`src/rtl/seg14_scan_sched.sv`:
```
// 12-digit 14-segment scan scheduler with a dual-requester, round-robin write port.
// Optional BLANK cycle between digits is enabled by defining SEG14_BLANK_EN.
module seg14_scan_sched #(
  parameter int DWELL = 4
) (
  input  logic        clk,
  input  logic        rst,
  input  logic        en,
  input  logic        a_valid,
  input  logic [3:0]  a_addr,
  input  logic [13:0] a_data,
  output logic        a_ready,
  input  logic        b_valid,
  input  logic [3:0]  b_addr,
  input  logic [13:0] b_data,
  output logic        b_ready,
  output logic [11:0] sel,
  output logic [13:0] segm,
  output logic        frame_done
);

  localparam int NDIG = 12;

  typedef enum logic {S_SHOW, S_BLANK} state_t;

  typedef struct packed {
    logic [3:0]  addr;
    logic [13:0] data;
  } wr_req_t;

  logic [13:0] r_buf [NDIG];
  logic        r_prio_b;

  state_t      r_state, w_state_n;
  logic        r_pend, w_pend_n;
  logic [3:0]  r_idx, w_idx_n;
  logic [7:0]  r_dcnt, w_dcnt_n;
  logic [11:0] r_sel, w_sel_n;
  logic [13:0] r_segm, w_segm_n;
  logic        r_fd, w_fd_n;

  logic        w_wr_en;
  wr_req_t     w_wr;
  logic [3:0]  w_nxt_idx;
  logic [3:0]  w_tgt_idx;
  logic [13:0] w_tgt_data;

  // Round-robin: r_prio_b set means B wins the next tie.
  assign a_ready = !rst && a_valid && (!b_valid || !r_prio_b);
  assign b_ready = !rst && b_valid && (!a_valid || r_prio_b);
  assign w_wr_en = a_ready || b_ready;
  assign w_wr    = a_ready ? '{addr: a_addr, data: a_data}
                           : '{addr: b_addr, data: b_data};

  always_ff @(posedge clk) begin
    if (rst) begin
      r_prio_b <= 1'b0;
      for (int k = 0; k < NDIG; k++) r_buf[k] <= '0;
    end else if (w_wr_en) begin
      r_prio_b <= a_ready;
      if (w_wr.addr < 4'(NDIG)) r_buf[w_wr.addr] <= w_wr.data;
    end
  end

  // Digit about to be entered, with a same-edge write bypassed in (write-first).
  assign w_nxt_idx  = (r_idx == 4'(NDIG - 1)) ? 4'd0 : r_idx + 4'd1;
  assign w_tgt_idx  = (r_pend || r_state == S_BLANK) ? r_idx : w_nxt_idx;
  assign w_tgt_data = (w_wr_en && w_wr.addr == w_tgt_idx) ? w_wr.data
                                                          : r_buf[w_tgt_idx];

  always_ff @(posedge clk) begin
    if (rst) begin
      r_state <= S_SHOW;
      r_pend  <= 1'b1;
      r_idx   <= '0;
      r_dcnt  <= '0;
      r_sel   <= '0;
      r_segm  <= '0;
      r_fd    <= 1'b0;
    end else begin
      r_state <= w_state_n;
      r_pend  <= w_pend_n;
      r_idx   <= w_idx_n;
      r_dcnt  <= w_dcnt_n;
      r_sel   <= w_sel_n;
      r_segm  <= w_segm_n;
      r_fd    <= w_fd_n;
    end
  end

  always_comb begin
    w_state_n = r_state;
    w_pend_n  = r_pend;
    w_idx_n   = r_idx;
    w_dcnt_n  = r_dcnt;
    w_sel_n   = r_sel;
    w_segm_n  = r_segm;
    w_fd_n    = 1'b0;
    if (!en) begin
      // Freeze index/counter; resume re-enters the same digit with a fresh dwell.
      w_sel_n  = '0;
      w_segm_n = '0;
      w_pend_n = 1'b1;
    end else if (r_pend || r_state == S_BLANK) begin
      w_state_n = S_SHOW;
      w_pend_n  = 1'b0;
      w_sel_n   = 12'(1) << w_tgt_idx;
      w_segm_n  = w_tgt_data;
      w_dcnt_n  = 8'd1;
    end else if (r_dcnt >= 8'(DWELL)) begin
      w_fd_n  = (r_idx == 4'(NDIG - 1));
      w_idx_n = w_nxt_idx;
`ifdef SEG14_BLANK_EN
      w_state_n = S_BLANK;
      w_sel_n   = '0;
      w_segm_n  = '0;
`else
      w_sel_n   = 12'(1) << w_tgt_idx;
      w_segm_n  = w_tgt_data;
      w_dcnt_n  = 8'd1;
`endif
    end else begin
      w_dcnt_n = r_dcnt + 8'd1;
    end
  end

  assign sel        = r_sel;
  assign segm       = r_segm;
  assign frame_done = r_fd;

endmodule

```
`config.mk`:
```
export PLATFORM = sky130hd
export DESIGN_NAME = seg14_scan_sched
export DESIGN_NICKNAME = d
export VERILOG_FILES = /design/src/rtl/seg14_scan_sched.sv
export SDC_FILE = /design/constraint.sdc
export NUM_CORES = 1
export LEC_CHECK = 0
export ABC_AREA = 0
export CORE_ASPECT_RATIO = 1.5
export CORE_MARGIN = 8
export CORE_UTILIZATION = 38
export DETAILED_ROUTE_END_ITERATION = 10
export GPL_TIMING_DRIVEN = 0
export PLACE_DENSITY_LB_ADDON = 0.1
export SLEW_MARGIN = 20
export SYNTH_ARGS = -nofsm -noshare
export SYNTH_HDL_FRONTEND = slang
export SYNTH_SLANG_ARGS = --single-unit
```
`constraint.sdc`:
```
create_clock -name clk -period 3.23 [get_ports clk]
set_input_delay 0.8075 -clock clk [delete_from_list [all_inputs] [get_ports clk]]
set_output_delay 0.8075 -clock clk [all_outputs]
set_load 0.005 [all_outputs]
```
==> flow_summary.toml, run 1 <==
[placed_design]
dp_hpwl_um = 27800
io_buffers = 67
dp_cells = 1537
place_congestion = 0.866

[yosys]
yosysWarnings = 0
synthTopCellsByArea = "edfxtp_1 (56%), dfxtp_1 (6.9%), nor2_1 (6.2%), mux2i_1 (3.7%), nand2_1 (3.4%)"
synth_cells = 1010
ys_ff_latch = 265
synth_edf_count = 224
syn_avg_cell_area_sq_um = 11.8
synth.largest_area_cell = "edfxtp_1"
synth_flop_cell = "edfxtp_1"
ys_types = 74
yosysTopAreaCellShare = 0.564
synth-seq-area-share = 0.633
async_reset_ff_frac = 0
syn-cell-area_sq_um = 11900

[cells_and_area]
fin_util = 0.462
final_cells = 1587
n_antenna_cell = 0
final_common_cell = "edfxtp_1"
final_cell_mix = "edfxtp_1 (224), nor2_1 (198), nand2_1 (108)"
synthToLayoutAreaGrowth_pct = 20.0
drive_gt1_frac = 0.113
nets = 1207

[timing]
fin_skew_ns = 0.0139
final.setup.tns_ns = 0
fmax_mhz = 316
period_minus_slack_ns = 3.16
finalMaxSlewViolations = 0
slew_headroom = 0.304
worst_slew_pin_slew_ns = 1.04
min_period_over_period = 0.979
hold_viol = 0
setup_viol = 0
hold_ws_ns = 0.505

[critical_path]
path_buf_inv = 2
r2r_slack_ns = 0.20
cpPeakStageDelay_ns = 0.49
path_class = "input pin to flop"
critPathMaxFanout = 14
cp-start-kind = "input pin"
worstPathRequired_ns = 3.41
slowest_stage = "nand2b_2"
arrival_ns = 3.34
critPathCaptureType = "flop"
crit_path_cell_trace = "clkdlybuf4s50_1 > a21bo_4 > nor2_8 > buf_2 > nand3b_1 > o21ai_0 > nand2b_1 > nand2b_2"
cp_top_family = "simple AND/OR/NAND/NOR gates"

[flow_run]
max_cap_viol_count = 0

[die]
core_area_sq_um = 30900
die_h_um = 233
die_w_um = 161
io_pins = 70
num_rows = 79
fp.dieArea_sq_um = 37400
start_util = 0.385

[route]
wl_um = 39000
drc = 0
drtAntennaViolNets = 0
dr.pass1.iters = 8
wire_per_inst_um = 24.6
drt_iter0_markers = 660
avgViaCountPerCell = 5.43
vias = 8617

[global_route]
grt_max_degree = 20
grt_use_total = 0.206
grt_pass1_wl_um = 56200
grt_pass1_vias = 8614
grt_overflow_total = 0
antenna_found_initial = 0

[cts]
root_buffer = "clkbuf_16"
ctsLongestPathBuffers = 3
cts.sinks = 265
path_clk_slew_ns = 0.07
cts_tree = "built"
clk_latency_ns = 0.55
cts_made_buffers = 26
cts_htree_levels = 1

[power_and_ir_drop]
power_mw = 7.54
cellLeakagePower_nw = 5.42
power.density_nw_per_um2 = 527
ir_drop_uv = 396

[worst_hold_path]
hold_path.class = "flop to flop"

[status]
outcome = "complete, no violations"
==> routing by layer <==
| metal | global-route usage | up-vias | routed length [um] |
|---|---|---|---|
| li1 | - | 3930 | - |
| met5 | 0 | - | 0 |
| met1 | 0.222 | 4306 | 14600 |
| met2 | 0.386 | 303 | 20500 |
| met3 | 0.0262 | 78 | 1910 |
| met4 | 0.107 | 0 | 1900 |
==> sequential cells by signal, indices dropped and copies added, names as in the netlist <==
| name | flops |
|---|---|
| r_buf | 224 |
| segm | 14 |
| sel | 12 |
| r_dcnt | 8 |
| r_idx | 4 |
| frame_done | 1 |
| r_pend | 1 |
| r_prio_b | 1 |
==> final timing paths <==
path / from / to / depth (start not counted)
worst max register to register: r_pend / segm[10] / 9
worst min-delay path: r_dcnt[3] / r_dcnt[3] / 1
worst max-delay path: b_valid / r_buf[4][0] / 8
worst min register to register: r_dcnt[3] / r_dcnt[3] / 1
==> timing repair <==
action / 4_1_cts / 5_1_grt
gates resized for setup: 17 / 30
setup endpoints to repair: 206 / 222
gates cloned: 0 / 0
hold buffers: 0 / 0
buffers inserted: 0 / 5
pin swaps: 0 / 1
==> layout make-up <==
type                            instances  area [sq um]
Inverter                               19          71.3
Buffer                                 72           418
Tap cell                              405           507
Multi-Input combinational cell        707          4210
Clock buffer                           31           701
Fill cell                            2919         16600
Timing Repair Buffer                   72           723
Sequential cell                       265          7550
Clock inverter                         16           134
==> power by group <==
| group | total (mW) | switching [mW] | internal (mW) | leakage [nW] |
|---|---|---|---|---|
| Clock | 3.04 | 1.34 | 1.70 | 0.406 |
| Sequential | 3.94 | 0.0529 | 3.88 | 2.59 |
| Combinational | 0.562 | 0.367 | 0.195 | 2.43 |
| Total | 7.54 | 1.76 | 5.78 | 5.42 |
==> through the flow <==
step	cell area, sq um	setup WS (ns)
finish	14300	0.0681
detailed placement	13300	-0.885
global placement	13300	-0.932
floorplan	12100	0.585
CTS	14200	-0.0842
global route	14300	-0.00742
==> cells by family (layout without fill, tap and decap cells) <==
kind of cell | after synthesis | in the layout | synth area share
flops | 265 | 265 | 0.633
buf+inv | 93 | 210 | 0.0391
simple gates | 412 | 412 | 0.157
xor+xnor | 10 | 10 | 0.00798
fa+ha+maj | 3 | 3 | 0.00315
mux | 61 | 61 | 0.0617
other cells | 1 | 56 | 0.000314
compound gates | 165 | 165 | 0.0982
==> Yosys cell counts, types with 7 or more instances <==
master	n
a21oi_1	21
a221oi_1	12
a22oi_1	19
a31oi_1	10
and3_1	11
buf_2	19
buf_6	8
clkbuf_1	40
dfxtp_1	41
edfxtp_1	224
inv_1	19
mux2i_1	44
mux4_2	9
nand2_1	108
nand2b_1	21
nand3_1	31
nor2_1	198
o2111ai_1	8
o21ai_0	28
o21ai_1	16
o22ai_1	7
Power figures use the tool's default switching activity.
==> inputs of run 2 (changes only) <==
--- a/config.mk
+++ b/config.mk
@@ -9,6 +9,7 @@
 export CORE_ASPECT_RATIO = 1.5
 export CORE_MARGIN = 8
 export CORE_UTILIZATION = 38
+export CTS_CLUSTER_DIAMETER = 60
 export DETAILED_ROUTE_END_ITERATION = 10
 export GPL_TIMING_DRIVEN = 0
 export PLACE_DENSITY_LB_ADDON = 0.1
==> results of run 2 <==
The final DEF is identical to that of run 1; final timing and power are the same.
==> inputs of run 3 (changes only) <==
--- a/config.mk
+++ b/config.mk
@@ -13,7 +13,7 @@
 export DETAILED_ROUTE_END_ITERATION = 10
 export GPL_TIMING_DRIVEN = 0
 export PLACE_DENSITY_LB_ADDON = 0.1
-export SLEW_MARGIN = 20
+export SLEW_MARGIN = 25
 export SYNTH_ARGS = -nofsm -noshare
 export SYNTH_HDL_FRONTEND = slang
 export SYNTH_SLANG_ARGS = --single-unit
==> results of run 3 <==
The final DEF is identical to that of run 1; final timing and power are the same.
